===== config.mk =====
export PLATFORM = sky130hd
export DESIGN_NAME = truth_table_sweeper_flat
export DESIGN_NICKNAME = d
export VERILOG_FILES = /design/src/rtl/sweep_pkg.sv /design/src/rtl/truth_table_sweeper_if.sv /design/src/rtl/sweep_counter.sv /design/src/rtl/truth_table_sweeper.sv /design/src/flat_wrapper.sv
export SDC_FILE = /design/constraint.sdc
export NUM_CORES = 1
export LEC_CHECK = 0
export ABC_CLOCK_PERIOD_IN_PS = 2900
export BUFFER_PORTS_ARGS = -buffer_cell sky130_fd_sc_hd__buf_2
export CAP_MARGIN = 30
export CORE_MARGIN = 1
export CORE_UTILIZATION = 51
export CTS_CLUSTER_SIZE = 16
export DETAILED_ROUTE_END_ITERATION = 7
export HOLD_SLACK_MARGIN = 0.02
export PLACE_DENSITY_LB_ADDON = 0.08
export SYNTH_ARGS = -nofsm -noshare
export SYNTH_HDL_FRONTEND = slang
export SYNTH_SLANG_ARGS = --single-unit

===== constraint.sdc =====
create_clock -name clk -period 2.9 [get_ports clk]
set_clock_uncertainty 0.2 [all_clocks]
set_input_delay 0.145 -clock clk [delete_from_list [all_inputs] [get_ports clk]]
set_output_delay 0.145 -clock clk [all_outputs]
set_load 0.02 [all_outputs]

===== src/rtl/sweep_pkg.sv =====
// Shared types and sizes for the truth-table sweeper.
package sweep_pkg;

   localparam int NUM_VEC  = 64;
   localparam int IDX_W    = 6;
   localparam int SETTLE_W = 4;
   localparam int CNT_W    = 7;

   typedef enum logic [1:0] {
      ST_IDLE   = 2'd0,
      ST_APPLY  = 2'd1,
      ST_SAMPLE = 2'd2,
      ST_DONE   = 2'd3
   } state_t;

endpackage


===== src/rtl/truth_table_sweeper_if.sv =====
// Control, stimulus and result bundle between the sweeper and its user.
interface truth_table_sweeper_if;
   import sweep_pkg::*;

   logic                start;
   logic                abort;
   logic [NUM_VEC-1:0]  expected;
   logic                A, B, C, D, E, F;
   logic                Y;
   logic                busy;
   logic                done;
   logic [NUM_VEC-1:0]  table_out;
   logic                mismatch;
   logic [CNT_W-1:0]    mismatch_count;
   logic [IDX_W-1:0]    first_fail;

   modport master (
      output start, abort, expected, Y,
      input  A, B, C, D, E, F,
      input  busy, done, table_out,
      input  mismatch, mismatch_count, first_fail
   );

   modport slave (
      input  start, abort, expected, Y,
      output A, B, C, D, E, F,
      output busy, done, table_out,
      output mismatch, mismatch_count, first_fail
   );

endinterface


===== src/rtl/sweep_counter.sv =====
// Settle down-counter and vector index up-counter for the sweeper.
module sweep_counter
   import sweep_pkg::*;
#(
   parameter int SETTLE = 1
) (
   input  logic             clk,
   input  logic             rst,
   input  logic             i_clear,
   input  logic             i_dec,
   input  logic             i_next,
   output logic [IDX_W-1:0] o_idx,
   output logic             o_settle_done,
   output logic             o_last
);

   localparam logic [SETTLE_W-1:0] LP_RELOAD = SETTLE_W'(SETTLE - 1);
   localparam logic [IDX_W-1:0]    LP_LAST   = IDX_W'(NUM_VEC - 1);

   logic [SETTLE_W-1:0] r_settle;
   logic [IDX_W-1:0]    r_idx;

   // Reload makes APPLY last exactly SETTLE cycles per vector.
   always_ff @(posedge clk) begin
      if (rst) begin
         r_settle <= '0;
         r_idx    <= '0;
      end else if (i_clear) begin
         r_settle <= LP_RELOAD;
         r_idx    <= '0;
      end else if (i_next) begin
         r_settle <= LP_RELOAD;
         r_idx    <= r_idx + 1'b1;
      end else if (i_dec && r_settle != '0) begin
         r_settle <= r_settle - 1'b1;
      end
   end

   assign o_idx         = r_idx;
   assign o_settle_done = (r_settle == '0);
   assign o_last        = (r_idx == LP_LAST);

endmodule


===== src/rtl/truth_table_sweeper.sv =====
// Walks all 64 input vectors of a 6-input unit and captures its truth table.
module truth_table_sweeper
   import sweep_pkg::*;
#(
   parameter int SETTLE = 1
) (
   input  logic                  clk,
   input  logic                  rst,
   truth_table_sweeper_if.slave  sw
);

   state_t              r_state;
   state_t              w_next;
   logic [IDX_W-1:0]    w_idx;
   logic                w_settle_done;
   logic                w_last;
   logic                w_clear;
   logic                w_dec;
   logic                w_sample;
   logic                w_next_vec;
   logic                w_drive;
   logic                w_done;
   logic                w_fail;
   logic [NUM_VEC-1:0]  r_table;
   logic                r_mm;
   logic [CNT_W-1:0]    r_cnt;
   logic [IDX_W-1:0]    r_ff;

   assign w_clear    = (r_state == ST_IDLE) & sw.start & ~sw.abort;
   assign w_dec      = (r_state == ST_APPLY);
   assign w_sample   = (r_state == ST_SAMPLE) & ~sw.abort;
   assign w_next_vec = w_sample & ~w_last;
   assign w_fail     = sw.Y ^ sw.expected[w_idx];

   sweep_counter #(
      .SETTLE (SETTLE)
   ) u_cnt (
      .clk           (clk),
      .rst           (rst),
      .i_clear       (w_clear),
      .i_dec         (w_dec),
      .i_next        (w_next_vec),
      .o_idx         (w_idx),
      .o_settle_done (w_settle_done),
      .o_last        (w_last)
   );

   always_ff @(posedge clk) begin
      if (rst) r_state <= ST_IDLE;
      else     r_state <= w_next;
   end

   always_comb begin
      w_next = r_state;
      unique case (r_state)
         ST_IDLE: begin
            if (sw.start && !sw.abort) w_next = ST_APPLY;
         end
         ST_APPLY: begin
            if (sw.abort)          w_next = ST_IDLE;
            else if (w_settle_done) w_next = ST_SAMPLE;
         end
         ST_SAMPLE: begin
            if (sw.abort)   w_next = ST_IDLE;
            else if (w_last) w_next = ST_DONE;
            else             w_next = ST_APPLY;
         end
         ST_DONE: w_next = ST_IDLE;
         default: w_next = ST_IDLE;
      endcase
   end

   always_comb begin
      w_drive = 1'b0;
      w_done  = 1'b0;
      unique case (r_state)
         ST_APPLY, ST_SAMPLE: w_drive = 1'b1;
         ST_DONE:             w_done  = 1'b1;
         default: ;
      endcase
   end

   // Results only change on a recorded sample; abort leaves them intact.
   always_ff @(posedge clk) begin
      if (rst || w_clear) begin
         r_table <= '0;
         r_mm    <= 1'b0;
         r_cnt   <= '0;
         r_ff    <= '0;
      end else if (w_sample) begin
         r_table[w_idx] <= sw.Y;
         if (w_fail) begin
            r_cnt <= r_cnt + 1'b1;
            r_mm  <= 1'b1;
            if (!r_mm) r_ff <= w_idx;
         end
      end
   end

   assign {sw.A, sw.B, sw.C, sw.D, sw.E, sw.F} = w_drive ? w_idx : '0;
   assign sw.busy           = w_drive;
   assign sw.done           = w_done;
   assign sw.table_out      = r_table;
   assign sw.mismatch       = r_mm;
   assign sw.mismatch_count = r_cnt;
   assign sw.first_fail     = r_ff;

endmodule


===== src/flat_wrapper.sv =====
// flat-port wrapper written by rule: the top's interface ports become plain ports
module truth_table_sweeper_flat import sweep_pkg::*;
#(
   parameter int SETTLE = 1
)
  (clk, rst, sw_start, sw_abort, sw_expected, sw_Y, sw_A, sw_B, sw_C, sw_D, sw_E, sw_F, sw_busy, sw_done, sw_table_out, sw_mismatch, sw_mismatch_count, sw_first_fail);
  truth_table_sweeper_if sw_i ();
  input  logic clk;
  input  logic rst;
  input wire logic [$bits(sw_i.start)-1:0] sw_start;
  input wire logic [$bits(sw_i.abort)-1:0] sw_abort;
  input wire logic [$bits(sw_i.expected)-1:0] sw_expected;
  input wire logic [$bits(sw_i.Y)-1:0] sw_Y;
  output wire logic [$bits(sw_i.A)-1:0] sw_A;
  output wire logic [$bits(sw_i.B)-1:0] sw_B;
  output wire logic [$bits(sw_i.C)-1:0] sw_C;
  output wire logic [$bits(sw_i.D)-1:0] sw_D;
  output wire logic [$bits(sw_i.E)-1:0] sw_E;
  output wire logic [$bits(sw_i.F)-1:0] sw_F;
  output wire logic [$bits(sw_i.busy)-1:0] sw_busy;
  output wire logic [$bits(sw_i.done)-1:0] sw_done;
  output wire logic [$bits(sw_i.table_out)-1:0] sw_table_out;
  output wire logic [$bits(sw_i.mismatch)-1:0] sw_mismatch;
  output wire logic [$bits(sw_i.mismatch_count)-1:0] sw_mismatch_count;
  output wire logic [$bits(sw_i.first_fail)-1:0] sw_first_fail;
  assign sw_i.start = sw_start;
  assign sw_i.abort = sw_abort;
  assign sw_i.expected = sw_expected;
  assign sw_i.Y = sw_Y;
  assign sw_A = sw_i.A;
  assign sw_B = sw_i.B;
  assign sw_C = sw_i.C;
  assign sw_D = sw_i.D;
  assign sw_E = sw_i.E;
  assign sw_F = sw_i.F;
  assign sw_busy = sw_i.busy;
  assign sw_done = sw_i.done;
  assign sw_table_out = sw_i.table_out;
  assign sw_mismatch = sw_i.mismatch;
  assign sw_mismatch_count = sw_i.mismatch_count;
  assign sw_first_fail = sw_i.first_fail;
  truth_table_sweeper #(.SETTLE(SETTLE)) u_core (.clk(clk), .rst(rst), .sw(sw_i));
endmodule

## Word level (Yosys, flattened, before mapping)

Index checks and enable logic that the tools add are counted.
W data, S select, Z words.

| storage, ports and cells | value |
|---|---|
| flip-flop bits (word level) | 90 |
| input bits | 69 |
| word-level logic and storage cells | 54 |

| cells by class | value |
|---|---|
| add/sub/neg operators | 3 |
| $lt $le $gt $ge | 2 |
| equality and inequality tests | 6 |
| mux-type cells | 14 |
| bitwise logic cells | 8 |
| reductions and logical operators | 14 |

Operator list:

| kind | number |
|---|---|
| $bwmux W64 | 1 |
| $mux W2 | 5 |
| $pmux W2 S4 | 1 |
| $add A7 B1 Y7 const B | 1 |
| $lt A6 B7 Y1 const B | 1 |
| $add A6 B1 Y6 const B | 1 |
| $bmux W1 S6 | 1 |
| $demux W1 S6 | 1 |
| $eq A6 B6 Y1 const B | 1 |
| $ge A6 B1 Y1 const B | 1 |
| $mux W6 | 1 |
| $and A1 B1 Y1 | 4 |
| $eq A2 B2 Y1 const B | 2 |
| $logic_not A4 Y1 | 1 |
| $mux W1 | 4 |
| $reduce_and A2 Y1 | 2 |
| $reduce_bool A4 Y1 | 1 |
| $reduce_or A2 Y1 | 2 |
| $sub A4 B1 Y4 const B | 1 |
| $logic_and A1 B1 Y1 | 3 |
| $ne A3 B2 Y1 const B | 1 |
| $not A1 Y1 | 3 |
| $reduce_and A3 Y1 | 1 |
| $reduce_or A3 Y1 | 1 |
| other kinds (6) | 6 |

## Depth between registers and ports, before layout

| depth | value |
|---|---|
| depth after elaboration | 5 |
| depth in mapped cells | 11 |
| mapped depth without buffers | 8 |

## Modules after synthesis

From an unflattened synthesis, not the netlist that was laid out.

| unflattened totals | value |
|---|---|
| cells, all modules | 559 |
| area total of the unflattened synthesis | 4615.7 µm² |

By module, submodules not included:

| module | times used | cells an instance | area each (µm²) |
|---|---|---|---|
| truth_table_sweeper | 1 | 505 | 4139.0 |
| sweep_counter | 1 | 54 | 476.7 |

## Worst setup path after synthesis

No wires, ideal clock.

| path | value |
|---|---|
| path kind | reg2reg |
| from | register u_core.u_cnt.r_idx[0], in the netlist u_core.u_cnt.o_idx[0] |
| to | register u_core.r_cnt[6], in the netlist u_core.sw.mismatch_count[6] |
| setup time | 116 ps |
| arrival time | 2250 ps |
| data required time | 2584 ps |
| path slack | 334 ps |
| cell stages (with the launch flop) | 10 |
| buffers on the path | 1 |
| cell sequence | dfxtp_1 > buf_6 > mux4_2 > a22oi_1 > a21oi_1 > a2111oi_4 > nand4_2 > nand2_2 > a31oi_1 > a41o_1 |

| on the way | value |
|---|---|
| longest elaborated chain between the ends | 4 |

Ends and longest elaborated chain:

| what | RTL line | text |
|---|---|---|
| start, declared | sweep_counter.sv:21 | `logic [IDX_W-1:0] r_idx;` |
| start signal, assigned | sweep_counter.sv:33 | `r_idx <= r_idx + 1'b1;` |
| $bmux W1 S6 | truth_table_sweeper.sv:33 | `assign w_fail = sw.Y ^ sw.expected[w_idx];` |
| $mux W1 (implied by the code) | truth_table_sweeper.sv:33 |  |
| $xor A1 B1 Y1 | truth_table_sweeper.sv:33 |  |
| $reduce_and A2 Y1 (no source line) | n/a |  |
| end signal, assigned | truth_table_sweeper.sv:93 | `r_cnt <= r_cnt + 1'b1;` |
| end, declared | truth_table_sweeper.sv:26 | `logic [CNT_W-1:0] r_cnt;` |

No other way between the ends. The select of a mux whose other input is x is not followed.
A chain may end at the register's enable or synchronous reset.

## Worst setup path after layout

Ends and elaborated chain as after synthesis.

==> impl_metrics.ini <==
[cts]
cts_tree = yes
clockRootBuffer = clkbuf_8
path_clk_slew_ns = 0.09
clock_path_buffers = 2
clock_latency_ns = 0.37
clkSinkCount = 90
cts.htree.levels = 3
cts_inserted_buffers = 9

[global_routing]
grt_pass1_vias = 4465
grt_pass1_wl_um = 21900
antenna_found_initial = 0
grt_use_total_pct = 30.9
grt_busiest_layer = met2
globalRouteMet1Util_pct = 39.4
grt_max_degree = 70
grtUsageMet2_pct = 50.5
gr-total-overflow = 0
met3_usage_pct = 6.42

[routing]
via_per_inst = 5.83
ant_nets = 0
routed_wl_um = 13900
wl_per_cell_um = 17.0
drc = 1
drt_iter0_drc = 346
via_count = 4787
drtPass1Iterations = 8

[layout]
nFillCells = 778
drive_gt1_share_pct = 31.0
seq_area_um2 = 1800
multi_input_area_um2 = 2570
nNetsFinal = 785
syn_to_final_growth_pct = 26.4
diodes = 0

[logic_synthesis]
synth_warnings = 0
postSynthCellCount = 555
async_flop_share_pct = 0
post-synth-top-area-cell = dfxtp_1
synth.top_cells.by_count = 90 x dfxtp_1, 75 x a21oi_1, 70 x nand3_1
seq_area_frac_synth_pct = 39.6
synth.area.top_cells = dfxtp_1 40%, a21oi_1 8.2%, nand3_1 7.7%
post-synth-top-count-cell = dfxtp_1
ys_ff_latch = 90
synthFlopType = dfxtp_1
avgSynthCellArea_um2 = 8.20
synth_area_um2 = 4550
synth_top_cell_area_share_pct = 39.6
synth-edff-count = 0
synth_cell_type_count = 53
synth_fp_nets = 632

[place]
dp_slack_ns = 0.0413
dp_hpwl_um = 9740
io_buffers = 154
gp_congestion = 0.863

[pwr]
irDropWorstVdd_mv = 0.244
leakagePower_nw = 2.36
powerDensity_nw_per_um2 = 406

[critical_path]
crit_chain = buf_6 > mux4_2 > mux2i_1 > nor2_1 > a2111oi_4 > nand4_2 > nand2_2 > a31oi_1 > a41o_1
setup.worst_path.end_class = flop
crit_required_ns = 2.97
startpoint_type = flop
arrival_ns = 2.82
crit_slowest_cell = mux4_2
critPathMaxFanout = 8
critical-path-max-stage-delay_ns = 0.49
crit_type = flop to flop

[worst_hold_path]
hold_class = input port to flop

[sta]
finalMaxSlewViolations = 0
max_slew_margin_pct = 49.0
fmax_mhz = 364
fin_ws_ns = 0.156
fin_crit_sh_pct = 94.6
finalSetupTns_ns = 0
fin_hold_ws_ns = 0.0525
hold_viol = 0
finalSetupViolations = 0
min_period_ns = 2.74
rsz0062_at_grt = false
worst_pin_slew_ns = 0.762

[run]
drv_cap = 0

[status]
violations = design-rule violations
outcome = finished, violations left

[floorplan]
num_rows = 34
core_area_um2 = 8680
die_h_um = 96.5
pin_count = 155
die-area_um2 = 9310
start_util_pct = 52.5
die_w_um = 96.5
## layout make-up
cell class / instances / share of cell area [%]
Clock buffer: 10 / 2.22
Clock inverter: 6 / 1.28
Tap cell: 108 / 2.35
Inverter: 8 / 0.522
Sequential cell: 90 / 31.4
Multi-Input combinational cell: 416 / 44.7
Timing Repair Buffer: 183 / 17.6
## cell usage in the layout (no fill, tap or decap), types with 12 or more instances in the layout
cell,n
buf_4,24
nor2_1,46
nand3_1,70
buf_2,154
a21oi_1,75
mux2i_1,16
nand2_1,39
and2_1,12
dfxtp_1,88
o21ai_0,53
## final timing paths
path	startpoint	to	slack (ns)	cells after the start
max	u_core.u_cnt.o_idx[0]	u_core.sw.mismatch_count[6]	0.16	9
max reg2reg	u_core.u_cnt.o_idx[0]	u_core.sw.mismatch_count[6]	0.16	9
min	sw_abort	u_core.r_state[1]	0.05	4
min reg2reg	u_core.sw.table_out[50]	u_core.sw.table_out[50]	0.26	2
## kinds of logic after synthesis
family | share of synthesized area, %
xor+xnor | 2.09
fa+ha+maj | 2.20
compound gates | 20.6
buf+inv | 4.67
flops | 39.6
mux | 8.46
simple gates | 22.4
## per-layer routing
layer | up-vias | part of all wire, %
met5 | - | 0
met4 | 0 | 2.5
met3 | 37 | 8.2
met2 | 237 | 47
met1 | 2219 | 42
li1 | 2294 | -
## per-stage QoR
step / utilization [%] / area [um2] / total power, mW / std cells
2_1_floorplan: - / 4550 / 1.37 / 555
3_3_place_gp: 63.2 / 5490 / 1.44 / 802
3_5_place_dp: 63.2 / 5490 / 1.45 / 802
4_1_cts: 65.8 / 5710 / 2.33 / 820
5_1_grt: 66.3 / 5750 / 2.41 / 821
6_report: 66.3 / 5750 / 2.33 / 821
## power breakdown
group	leakage (nW)	switching [mW]	internal (mW)
registers	0.726	0.00344	1.24
clock network	0.0954	0.491	0.411
logic	1.54	0.107	0.0838
## sequential cells by signal, indices dropped and copies added, names as in the netlist
register,flops
u_core.sw.mismatch,1
u_core.sw.mismatch_count,7
u_core.u_cnt.r_settle,4
u_core.r_state,2
u_core.sw.table_out,64
u_core.u_cnt.o_idx,6
u_core.sw.first_fail,6
## critical path, delay by kind of cell, from the launching register on
| kind | cells | cell delay, ns |
|---|---|---|
| AO/OA/AOI/OAI | 3 | 0.76 |
| multiplexers | 2 | 0.65 |
| AND/OR/NAND/NOR | 3 | 0.49 |
| flip-flops | 1 | 0.38 |
| buffers and inverters | 1 | 0.15 |
## repair_timing
item | CTS | global route
endpoints found under the setup margin | 0 | 13
gates resized for setup | 0 | 10
hold buffers | 2 | 0
buffers inserted | 0 | 1
endpoints found under the hold margin | 5 | 0
No activity file was read; power rests on OpenSTA's default activity.
